`src/rtl/jk_pkg.sv`:
```
// Shared mode encodings for the JK register bank.
package jk_pkg;

    typedef logic [1:0] jk_mode_t;

    localparam jk_mode_t MODE_JK = 2'b00;
    localparam jk_mode_t MODE_T  = 2'b01;
    localparam jk_mode_t MODE_D  = 2'b10;
    localparam jk_mode_t MODE_SR = 2'b11;

endpackage

```
`src/rtl/jk_bit_next.sv`:
```
// Combinational next-state for one flip-flop of the bank, selectable between
// JK, T, D and SR behaviour.
module jk_bit_next
    import jk_pkg::*;
(
    input  jk_mode_t mode,
    input  logic     j,
    input  logic     k,
    input  logic     q,
    output logic     q_next,
    output logic     sr_bad
);

    always_comb begin
        q_next = q;
        sr_bad = 1'b0;
        case (mode)
            MODE_JK: begin
                case ({j, k})
                    2'b01:   q_next = 1'b0;
                    2'b10:   q_next = 1'b1;
                    2'b11:   q_next = ~q;
                    default: q_next = q;
                endcase
            end
            MODE_T:  q_next = j ? ~q : q;
            MODE_D:  q_next = j;
            MODE_SR: begin
                // S=R=1 is illegal: keep the bit and report it upstream
                case ({j, k})
                    2'b10:   q_next = 1'b1;
                    2'b01:   q_next = 1'b0;
                    default: q_next = q;
                endcase
                sr_bad = j & k;
            end
            default: q_next = q;
        endcase
    end

endmodule

```
`src/rtl/jk_reg_bank.sv`:
```
// Bank of WIDTH self-holding flip-flops with per-edge mode selection, parallel
// load, registered change/error pulses and a saturating change counter.
module jk_reg_bank
    import jk_pkg::*;
#(
    parameter int               WIDTH     = 8,
    parameter int               CNT_W     = 8,
    parameter logic [WIDTH-1:0] RESET_VAL = '0
) (
    input  logic             clock,
    input  logic             reset_n,
    input  logic             en,
    input  logic             load,
    input  logic [WIDTH-1:0] load_data,
    input  logic [1:0]       mode,
    input  logic [WIDTH-1:0] j,
    input  logic [WIDTH-1:0] k,
    input  logic             clr_count,
    output logic [WIDTH-1:0] q,
    output logic [WIDTH-1:0] qbar,
    output logic             changed,
    output logic             sr_err,
    output logic [CNT_W-1:0] chg_count
);

    localparam logic [CNT_W-1:0] CNT_MAX = '1;
    localparam logic [CNT_W-1:0] CNT_ONE = CNT_W'(1);

    logic [WIDTH-1:0] q_q, q_d;
    logic [WIDTH-1:0] qbar_q, qbar_d;
    logic             changed_q, changed_d;
    logic             sr_err_q, sr_err_d;
    logic [CNT_W-1:0] cnt_q, cnt_d;
    logic [WIDTH-1:0] bit_next;
    logic [WIDTH-1:0] sr_bad;

    for (genvar i = 0; i < WIDTH; i++) begin : g_bit
        jk_bit_next u_bit (
            .mode   (mode),
            .j      (j[i]),
            .k      (k[i]),
            .q      (q_q[i]),
            .q_next (bit_next[i]),
            .sr_bad (sr_bad[i])
        );
    end

    always_comb begin
        q_d      = q_q;
        sr_err_d = 1'b0;
        if (load) begin
            q_d = load_data;
        end else if (en) begin
            q_d      = bit_next;
            sr_err_d = |sr_bad;
        end
        qbar_d    = ~q_d;
        changed_d = (q_d != q_q);

        // A clear coinciding with a change counts that change as the first event
        cnt_d = cnt_q;
        if (clr_count) begin
            cnt_d = changed_d ? CNT_ONE : '0;
        end else if (changed_d && (cnt_q != CNT_MAX)) begin
            cnt_d = cnt_q + CNT_ONE;
        end
    end

    always_ff @(posedge clock) begin
        if (!reset_n) begin
            q_q       <= RESET_VAL;
            qbar_q    <= ~RESET_VAL;
            changed_q <= 1'b0;
            sr_err_q  <= 1'b0;
            cnt_q     <= '0;
        end else begin
            q_q       <= q_d;
            qbar_q    <= qbar_d;
            changed_q <= changed_d;
            sr_err_q  <= sr_err_d;
            cnt_q     <= cnt_d;
        end
    end

    assign q         = q_q;
    assign qbar      = qbar_q;
    assign changed   = changed_q;
    assign sr_err    = sr_err_q;
    assign chg_count = cnt_q;

endmodule

```
`config.mk`:
```
export PLATFORM = sky130hd
export DESIGN_NAME = jk_reg_bank
export DESIGN_NICKNAME = d
export VERILOG_FILES = /design/src/rtl/jk_pkg.sv /design/src/rtl/jk_bit_next.sv /design/src/rtl/jk_reg_bank.sv
export SDC_FILE = /design/constraint.sdc
export NUM_CORES = 1
export LEC_CHECK = 0
export CAP_MARGIN = 20
export CORE_MARGIN = 2
export CORE_UTILIZATION = 25
export DETAILED_ROUTE_END_ITERATION = 8
export DONT_BUFFER_PORTS = 1
export SLEW_MARGIN = 20
export SYNTH_ARGS = -nofsm -noshare
export SYNTH_HDL_FRONTEND = slang
export SYNTH_HIERARCHICAL = 1
export SYNTH_SLANG_ARGS = --single-unit
```
`constraint.sdc`:
```
create_clock -name clock -period 5.8 [get_ports clock]
set_input_delay 1.16 -clock clock [delete_from_list [all_inputs] [get_ports clock]]
set_output_delay 1.16 -clock clock [all_outputs]
set_load 0.01 [all_outputs]
```
After elaboration in Yosys (flattened, before gate mapping):

Cells that the tools add are included.

* bits of input ports: 31
* register bits: 26
* logic and storage cells: 104

* muxes and demuxes: 45
* reduce and logical (&&, ||, !) cells: 5
* eq/ne operators: 29
* bitwise operators: 19
* $add $sub $neg: 1

Operators by type and width (count)
* $eq A2 B2 Y1 const B: 18
* $mux W8: 4
* $pmux W1 S4: 8
* $pmux W1 S3: 8
* $eq A2 B1 Y1 const B: 9
* $mux W1: 17
* $pmux W1 S2: 8
* $not A1 Y1: 10
* $add A8 B1 Y8 const B: 1
* $and A1 B1 Y1: 8
* $ne A8 B8 Y1: 1
* $ne A8 B8 Y1 const B: 1
* $not A8 Y8: 1
* $reduce_or A8 Y1: 1
* $reduce_or A3 Y1: 1
* $logic_not A2 Y1: 1
* $reduce_bool A2 Y1: 1
* $logic_and A1 B1 Y1: 1

Depth between registers and ports, before layout:

Gate-level depths: netlist (run 1).

* depth in word-level cells: 9
* gate-level depth with buffers: 11
* depth with buffers taken out: 11

Cells and area by module:

The synthesis (run 1) kept the hierarchy.

By module, submodules not included
* jk_reg_bank: instances 1, area each 1238.7 µm², cells an instance 125
* jk_bit_next: instances 8, area each 95.1 µm², cells an instance 11

Worst setup path before layout (run 1):

OpenSTA, ideal clock, no wires.

* kind: in2reg
* start point: in k[2]
* end point: reg cnt_q[6] (netlist: chg_count[6])
* cell stages on the path: 10
* buffers on the path: 0
* slack: 2210 ps
* required time: 5721 ps
* arrival time: 3511 ps
* setup time: 79 ps
* cells stage by stage: inv_1 -> ha_1 -> mux2_4 -> a311oi_1 -> o21ai_1 -> xor2_1 -> o41a_1 -> or3_1 -> and4b_4 -> a211oi_2

* longest elaborated chain between the ends: 8
* elaborated cells on any way between the ends: 11
* those cells by class: eq/ne (4); mux (5); reduce/logical (2)

RTL lines
* start, declared: line jk_reg_bank.sv:17 `input logic [WIDTH-1:0] k,`
* $eq A2 B2 Y1, or another cell as far along: line jk_bit_next.sv:19 `case ({j, k})`
* $pmux W1 S3 or $pmux W1 S2 (tied branches): line jk_bit_next.sv:19, jk_bit_next.sv:30
* $pmux W1 S4 *: line jk_bit_next.sv:17 `case (mode)`
* named net bit_next[2]: line jk_reg_bank.sv:34 `logic [WIDTH-1:0] bit_next;`
* $mux W8 *: line jk_reg_bank.sv:53 `end else if (en) begin`
* $mux W8 *: line jk_reg_bank.sv:51 `if (load) begin`
* $ne A8 B8 Y1 *: line jk_reg_bank.sv:58 `changed_d = (q_d != q_q);`
* $logic_and A1 B1 Y1 *: line jk_reg_bank.sv:64 `end else if (changed_d && (cnt_q != CNT_MAX)) begin`
* $reduce_bool A2 Y1 (no line) *
* end signal, assigned: line jk_reg_bank.sv:81 `cnt_q <= cnt_d;`
* end, declared: line jk_reg_bank.sv:33 `logic [CNT_W-1:0] cnt_q, cnt_d;`

Mark *: on every way through the listed nets, which the timed path passes. The rest lies on a longest branch.
A chain may end at the register's enable or synchronous reset.

Worst setup path in the final report (run 1):

* start point: in k[5]
* end point: reg cnt_q[4] (netlist: chg_count[4])

The elaborated chain is that of the path after synthesis.

==> impl_results.md, run 1 <==
- Simple-Gate Fraction of Synth Area: 22.72%
- Critical path startpoint category: primary input
- # clock sinks: 26
- Clock-pin slew on the worst setup and hold paths: roughly 100 ps
- Final max-slew violation count: 0
- Iteration-0 DRC Markers: between 60 and 70
- Final worst path period share: 63.21%
- Post-route ant nets: 0
- R2R Path Start: q[5]
- Synth area leaders: dfxtp_1 26%, ha_1 11%, mux2_4 6.0%
- H-tree Lvls: 1
- Reg-to-Reg End: chg_count[4]
- XOR/XNOR Fraction of Synth Area: approximately 6.6%
- Routed WL: 4.895 mm
- Synth Area in Adders: 10.64%
- Number of global-route vias before repair: 1526
- Routed vias/inst: 5.092
- Largest net degree at the start of global routing: 49
- Slew margin rel.: 51.72%
- RSZ-0062 raised after global routing: no
- Clock Skews: 2.313 ps
- Post-CTS Hold Buffers: 0
- Status: finished, final reports clean
- Final GP Congestion: 0.7478
- Nets: 262
- Register area share after synthesis: between 20% and 30%
- Post-route insts no fill: 315
- Area Overhead vs Synth: 8.949%
- Synthesized flop and latch total: 26
- Mapped Area: 1999 um2
- Total nets after synthesis: between 200 and 300
- Yosys cell types: 45
- Critical Path Sink: chg_count[4]
- Die area: 8729 um2
- CTS Buffer Depth: 2
- Final setup vio count: 0
- Critical path class: in -> reg
- Post-detail-place hpwl: roughly 3.7 mm
- FF-to-FF path depth: 9
- DR DRC count: 0
- Worst VDD drop: 0.1143 mV
- Pwr dens: 206.8 nW/um2
- Arr. time, crit path: between 3000 and 4000 ps
- Reg2Reg Setup Slack: 2890 ps
- Wire length per cell after detailed routing: 15.54 um
- Root Driver: clkbuf_8
- Maximum operating frequency: about 270 MHz
- Dominant register cell in the synthesized netlist: dfxtp_1
- Setup crit start: k[5]
- Post-Syn Area per Cell: 9.387 um2
- Count leader, synth: dfxtp_1
- Cell leakage power: about 0.90 nW
- I/O pin count: 57
- TritonCTS Buffers: 3
- Max FO, Critical Path: 10
- Inst Count DP: 311
- First-pass GRT wire length: 7.886 mm
- Post-synth EDFFs: 0
- Number of fill cells: 830
- Std cell rows: 32
- Post-cts resize count: 0
- Number of iterations in the first detailed-routing pass: 4
- Pre-CTS setup slack: 1865 ps
- Tot GR Track Use: 11.32%
- Cells after Synth: 213
- Mux cell area share after synthesis: 11.01%
- Post-CTS setup buffers: 0
- Hold Path Class: reg -> reg
- Setup TNS: 0 ps
- Die Y: 93.43 um
- CP Capture Type: register
- Design Power: 0.4504 mW
- Minimum clock period: 3666 ps
- Post-synth top area cell: dfxtp_1
- Worst setup margin: ~2100 ps
- ANT cells: 0
- Overflow after GRT: 0
- Worst EP required: 6010 ps
- Clock Latency Late Sink: between 200 and 300 ps
- Largest family of logic cells by synthesized area: simple AND/OR/NAND/NOR gates
- Max Cap Viol: 0
- Core Region: between 7000 and 8000 um2
- CTS tree: built
- Compound-cell area share of the yosys netlist: between 10% and 20%
- Synth top area share: 26.03%
- Hold Fails Final Rpt: 0
- Initial antenna violation count: 0
- Port bufs: 0
- Worst Max-Slew Pin Slew: 719.9 ps
- Layout cell share with drive strength beyond 1: 13.62%
- Die Width: 93.43 um
- DR vias: 1604
- Ys Warns: 6
- Initial core utilization: roughly 26%
- Synth cell count leaders: 26 x dfxtp_1, 17 x ha_1, 17 x inv_1, 11 x nor2_1, 10 x nand2b_1
- Ys async rst share: 0%
per-layer routing:
metal | routed length [um] | global-route usage, %
met1 | 2192 | 13.92
met2 | 2304 | 19.42
met3 | 378 | 4.271
met4 | 19 | 1.103
met5 | 0 | 0
metrics by stage:
stage / area, um2 / util [%] / hold WS (ps)
floorplan: 1999 / - / 508.2
global placement: 2107 / 27.27 / 526.0
detailed placement: 2107 / 27.27 / 541.4
CTS: 2178 / 28.19 / 556.6
global route: 2178 / 28.19 / 589.1
finish: 2178 / 28.19 / 552.6
cell families (layout without fill, tap and decap cells):
family          count (synthesis)  after routing
buf+inv                        21             21
mux                            17             17
flops                          26             26
compound gates                 51             51
xor+xnor                       15             15
simple gates                   66             66
fa+ha+maj                      17             17
state kept, by name, indices dropped and copies added, names as in the netlist:
| signal | flops |
|---|---|
| changed | 1 |
| chg_count | 8 |
| q | 8 |
| qbar | 8 |
| sr_err | 1 |
power breakdown:
| part | leakage (nW) | internal, mW | switching [mW] |
|---|---|---|---|
| Combinational | 0.645 | 0.0499 | 0.0350 |
| Sequential | 0.215 | 0.190 | 0.0212 |
| Clock | 0.0357 | 0.0924 | 0.0622 |
worst max-delay path: stages:
cell and delay (ps):
inv_1 20, ha_1 280, mux2_4 300, a311oi_1 240, o21ai_1 140, xnor2_1 200, nand4_1 140, o41a_1 380
o31ai_2 670, o21ai_0 200, a21oi_1 150
layout by cell type (no fill, tap or decap), types with 2 or more instances in the layout:
cell type   n
nand3_1     3
nand2b_1   10
mux2_4      8
nand2_1     2
nor4_1      2
inv_1      17
a311oi_1    8
ha_1       17
mux2_2      8
nor2_1     11
a22oi_1     8
and4bb_1    8
nand4_1     4
o41a_1      2
clkbuf_8    3
and3_1      8
dfxtp_1    26
nor3b_1     8
o211ai_1    7
xnor2_1     8
o21ai_1     8
a21oi_1     5
xor2_1      7
o21ai_0     4
or3_2       3
worst min-delay path by stage:
| stage | from | endpoint | slack (ps) | cells after the start |
|---|---|---|---|---|
| after global placement | chg_count[5] | chg_count[5] | 530 | 2 |
| after global routing | chg_count[4] | chg_count[4] | 590 | 2 |
| after floorplan | chg_count[5] | chg_count[5] | 510 | 2 |
| final | chg_count[5] | chg_count[5] | 550 | 2 |
| after detailed placement | chg_count[5] | chg_count[5] | 540 | 2 |
| after CTS | chg_count[5] | chg_count[5] | 560 | 2 |
layout make-up:
class	instances	area (um2)	share of cell area, %
Clock inverter	1	30.03	1.379
Multi-Input combinational cell	166	1395	64.04
Sequential cell	26	520.5	23.89
Clock buffer	3	41.29	1.895
Tap cell	102	127.6	5.859
Inverter	17	63.81	2.929
Power figures use the tool's default switching activity.
==> run 2, diff against run 1 <==
==> constraint.sdc (replaced) <==
create_clock -name clock -period 3 [get_ports clock]
set_input_delay 0.6 -clock clock [delete_from_list [all_inputs] [get_ports clock]]
set_output_delay 0.6 -clock clock [all_outputs]
set_load 0.01 [all_outputs]
==> impl_results.md, run 2 (same netlist as run 1, synthesis figures left out) <==
- Clock Latency Late Sink: 270 ps
- Final setup vio count: 0
- ANT cells: 0
- Status: finished, final reports clean
- FF-to-FF path depth: 9
- Largest net degree at the start of global routing: 49
- Root Driver: clkbuf_8
- Met3 usage: 2.659%
- Die area: 8729 um2
- Iteration-0 DRC Markers: 59
- Max FO, Critical Path: 4
- I/O pin count: 57
- TritonCTS Buffers: 3
- Post-CTS Hold Buffers: 0
- Std cell rows: 32
- Minimum clock period: 2899 ps
- Number of iterations in the first detailed-routing pass: 4
- Area Overhead vs Synth: 10.51%
- DR vias: approximately 1600
- R2R Path Start: q[3]
- M1 GR Usage: 15.08%
- Worst EP required: 3200 ps
- Critical path startpoint category: primary input
- Slew margin rel.: 73.34%
- GRT busiest layer: met2
- Reg2Reg Setup Slack: 300 ps
- Routed WL: 4.889 mm
- Port bufs: 0
- Most frequent cells in the layout: 26 x dfxtp_1, 17 x inv_1, 16 x ha_1
- Setup TNS: 0 ps
- Hold Path Class: in -> reg
- Pwr dens: 353.5 nW/um2
- Nets: approximately 260
- Number of global-route vias before repair: 1500
- # clock sinks: 26
- Routed vias/inst: 5.085
- First-pass GRT wire length: 7.659 mm
- Tot GR Track Use: 10.98%
- WHS Path Cells: 2
- Area of the multi-input gates: 1441 um2
- Worst Max-Slew Pin Slew: ~400 ps
- Max Cap Viol: 0
- Post-CTS setup buffers: 0
- Initial antenna violation count: 0
- Core Region: 7727 um2
- Final Util: 28.59%
- Worst VDD drop: around 0.18 mV
- CTS tree: built
- Hold Fails Final Rpt: 0
- CTS Buffer Depth: 2
- Final GP Congestion: 0.7426
- Initial core utilization: roughly a quarter
- H-tree Lvls: 1
- Number of fill cells: ~800
- DR DRC count: 0
- Final worst path period share: 96.64%
- Cell leakage power: between 0.8 and 0.9 nW
- Overflow after GRT: 0
- Clock-pin slew on the worst setup and hold paths: 90 ps
- CP Capture Type: register
- Arr. time, crit path: a little over 3000 ps
- RSZ-0062 raised after global routing: no
- Post-detail-place hpwl: approximately 3.7 mm
- Met2 GRT Util: 17.69%
- Setup crit start: k[3]
- Maximum operating frequency: about 340 MHz
- Min-delay src: reset_n
- Die Width: about 93 um
- Flip-flop and latch area: 520.5 um2
- Critical path class: in -> reg
- Post-route ant nets: 0
- Most common cell after layout, fill and taps aside: dfxtp_1
- Final max-slew violation count: 0
- Die Y: 93.43 um
- Layout cell share with drive strength beyond 1: ~17%
- Clock Skews: roughly 7.7 ps
- Wire length per cell after detailed routing: between 15 and 20 um
run 2: metal layers:
| layer | part of all wire (%) | vias to the layer above |
|---|---|---|
| met5 | 0 | - |
| met3 | 5.2 | 4 |
| met1 | 48 | 758 |
| li1 | - | 811 |
| met4 | 0.43 | 0 |
| met2 | 46 | 34 |
run 2: final timing paths:
path	to
setup reg to reg	chg_count[6]
hold reg to reg	chg_count[5]
hold / removal	sr_err
setup / recovery	chg_count[6]
run 2: report_power, final:
group | internal, mW | switching (mW)
registers | 0.367 | 0.0418
clock network | 0.0900 | 0.108
logic | 0.103 | 0.0715
run 2: critical path: stages:
cell and delay (ps):
inv_1 20, ha_1 280, mux2_4 310, a311oi_2 220
o21ai_2 110, xnor2_1 210, nand4_1 140, o41a_1 440
or3_4 400, and4b_4 220, a211oi_2 160
run 2: what timing repair did:
action	4_1_cts	5_1_grt
pin swaps	0	12
cloned	0	0
endpoints found under the setup margin	1	2
gates resized for setup	1	6
run 2: per-stage QoR:
step           area (um2)  worst slack [ps]  power, mW  hold WS, ps  cells
2_1_floorplan        2004            -19.29     0.5570        508.2    213
3_3_place_gp         2127            -302.9     0.5832        537.7    313
3_5_place_dp         2127            -304.8     0.5867        546.5    313
4_1_cts              2168             30.38     0.7888        440.7    316
5_1_grt              2210             7.765     0.8274        447.9    316
6_report             2210             100.9     0.7811        452.6    316
run 2: final cells by class:
cell class	count	share of cell area [%]
Sequential cell	26	23.56
Clock buffer	3	1.869
Multi-Input combinational cell	166	65.23
Inverter	17	2.888
Tap cell	102	5.776
Timing Repair Buffer	2	0.6795
==> run 3, diff against run 2 <==
--- a/config.mk
+++ b/config.mk
@@ -5,6 +5,7 @@
 export SDC_FILE = /design/constraint.sdc
 export NUM_CORES = 1
 export LEC_CHECK = 0
+export ABC_AREA = 1
 export CAP_MARGIN = 20
 export CORE_MARGIN = 2
 export CORE_UTILIZATION = 25
==> impl_results.md, run 3 <==
- FF-to-FF path depth: 16
- Synthesized flop and latch total: 26
- Count leader, synth: nand2_1
- Root Driver: clkbuf_8
- Overflow after GRT: 0
- Post-synth top area cell: dfxtp_1
- Ys Warns: 6
- Layout cell share with drive strength beyond 1: 3.900%
- First-pass GRT wire length: 9.377 mm
- Reg-to-Reg End: chg_count[6]
- Final GP Congestion: 0.7908
- I/O pin count: 57
- Tot GR Track Use: 11.84%
- Port bufs: 0
- Core Region: 8258 um2
- ANT cells: 0
- Post-synth EDFFs: 0
- TritonCTS Buffers: 3
- Yosys cell types: 27
- WHS Path Cells: 1
- Number of global-route vias before repair: 1945
- Synth cell count leaders: 123 x nand2_1, 58 x inv_1, 47 x nand3_1, 36 x nor2_1, 26 x dfxtp_1
- RSZ-0062 raised after global routing: no
- Dominant register cell in the synthesized netlist: dfxtp_1
- Minimum clock period: 1977 ps
- GRT busiest layer: met2
- Die area: 9340 um2
- Std cell rows: 33
- H-tree Lvls: 1
- Met3 usage: 2.312%
- CTS tree: built
- Final worst path period share: 65.89%
- Ys async rst share: 0%
- Post-CTS setup buffers: 0
- Die Y: between 90 and 100 um
- Number of iterations in the first detailed-routing pass: 4
- Critical path class: in -> reg
- Placed Area: 2241 um2
- Worst VDD drop: approximately 0.17 mV
- Mapped Area: 2146 um2
- Arr. time, crit path: around 2200 ps
- Cell leakage power: 1.234 nW
- Routed WL: approximately 5.4 mm
- Total nets after synthesis: 408
- Reg2Reg Setup Slack: 1080 ps
- Register area share after synthesis: 24.26%
- Maximum operating frequency: 505.9 MHz
- Clock-pin slew on the worst setup and hold paths: 90 ps
- Post-route ant nets: 0
- WHS: 406.6 ps
- DR vias: 2060
- Design Power: 0.8562 mW
- CP Capture Type: register
- Max FO, Critical Path: 9
- Status: finished, final reports clean
- Post-detail-place hpwl: 4.277 mm
- Nets: 408
- M1 GR Usage: 14.95%
- Clock Latency Late Sink: 270 ps
- Fin area: between 2000 and 2500 um2
- Post-Syn Area per Cell: 5.961 um2
- Slew margin rel.: 76.61%
- # clock sinks: 26
- Final max-slew violation count: 0
- Min-delay src: load
- Clock Skews: 2.055 ps
- Initial antenna violation count: 0
- Max Cap Viol: 0
- Most frequent cells in the layout: 123 x nand2_1, 58 x inv_1, 47 x nand3_1
- Cells after Synth: 360
- Hold Path Class: in -> reg
- DR DRC count: 0
- Largest net degree at the start of global routing: 25
- Worst Max-Slew Pin Slew: 347.7 ps
- Worst Hold Path EP: sr_err
- Synth area leaders: dfxtp_1 24%, nand2_1 22%, nand3_1 11%
- R2R Path Start: q[4]
- Routed vias/inst: between 4 and 5
- Most common cell after layout, fill and taps aside: nand2_1
- Initial core utilization: between 20% and 30%
- Die Width: 96.65 um
- Post-CTS Hold Buffers: 0
- Final setup vio count: 0
- Iteration-0 DRC Markers: 70
- Met2 GRT Util: 20.30%
- Post-cts resize count: 0
- Hold Fails Final Rpt: 0
- Pwr dens: 370.3 nW/um2
- Worst EP required: 3210 ps
- Area Overhead vs Synth: 7.755%
- Wire length per cell after detailed routing: 11.66 um
- CTS Buffer Depth: 2
- Critical path startpoint category: primary input
- Setup TNS: 0 ps
- Synth top area share: 24.26%
==> run 3: kinds of logic after synthesis <==
group	Yosys count	share of synthesized area, %
DFF	26	24.26
buffers and inverters	68	12.83
adders and majority gates	17	9.912
AOI/OAI and AO/OA	10	2.507
and+or+nand+nor	234	48.45
xor gates and xnor gates	5	2.041
==> run 3: layout make-up <==
type                            count  area [um2]
Sequential cell                    26       520.5
Fill cell                         929        5946
Multi-Input combinational cell    266        1350
Clock buffer                        3       41.29
Tap cell                          105       131.4
Clock inverter                      1       30.03
Inverter                           63       239.0
==> run 3: metrics by stage <==
step / instances / utilization, % / setup WS, ps
6_report: 464 / 28.00 / 1023
4_1_cts: 464 / 28.00 / 1019
3_5_place_dp: 460 / 27.14 / 734.6
2_1_floorplan: 360 / - / 962.7
5_1_grt: 464 / 28.00 / 816.8
3_3_place_gp: 460 / 27.14 / 789.4
==> run 3: how the worst max path moves through the flow <==
| stage | depth (start not counted) | endpoint | slack, ps | start |
|---|---|---|---|---|
| floorplan | 17 | chg_count[6] | 960 | k[7] |
| global placement | 17 | chg_count[5] | 790 | k[7] |
| detailed placement | 17 | chg_count[6] | 730 | k[7] |
| CTS | 17 | chg_count[6] | 1020 | k[7] |
| global route | 17 | chg_count[2] | 820 | k[7] |
| finish | 18 | chg_count[6] | 1020 | k[4] |
==> run 3: where the power goes <==
part,internal [mW],switching (mW)
combinational,0.0692,0.101
clock,0.178,0.115
sequential,0.363,0.0285
==> run 3: critical path, cell delays in order <==
cell     delay, ps
inv_1           20
ha_1           280
nor2_1          40
nor2_1          80
nand2_1         50
nand3_1         60
nand2_1         50
nand2_1         60
nand2_1         60
nand2_1         90
nand2_1         50
nand2_1         70
nand2_1         80
nor2_4         130
nand2_4        100
nand2_4        110
nand3_1         90
a21oi_1        140
==> run 3: per-layer routing <==
| metal | part of all wire [%] | up-vias |
|---|---|---|
| met5 | 0 | - |
| met4 | 2.1 | 0 |
| met3 | 5.7 | 6 |
| met2 | 47 | 44 |
| met1 | 45 | 901 |
| li1 | - | 1109 |
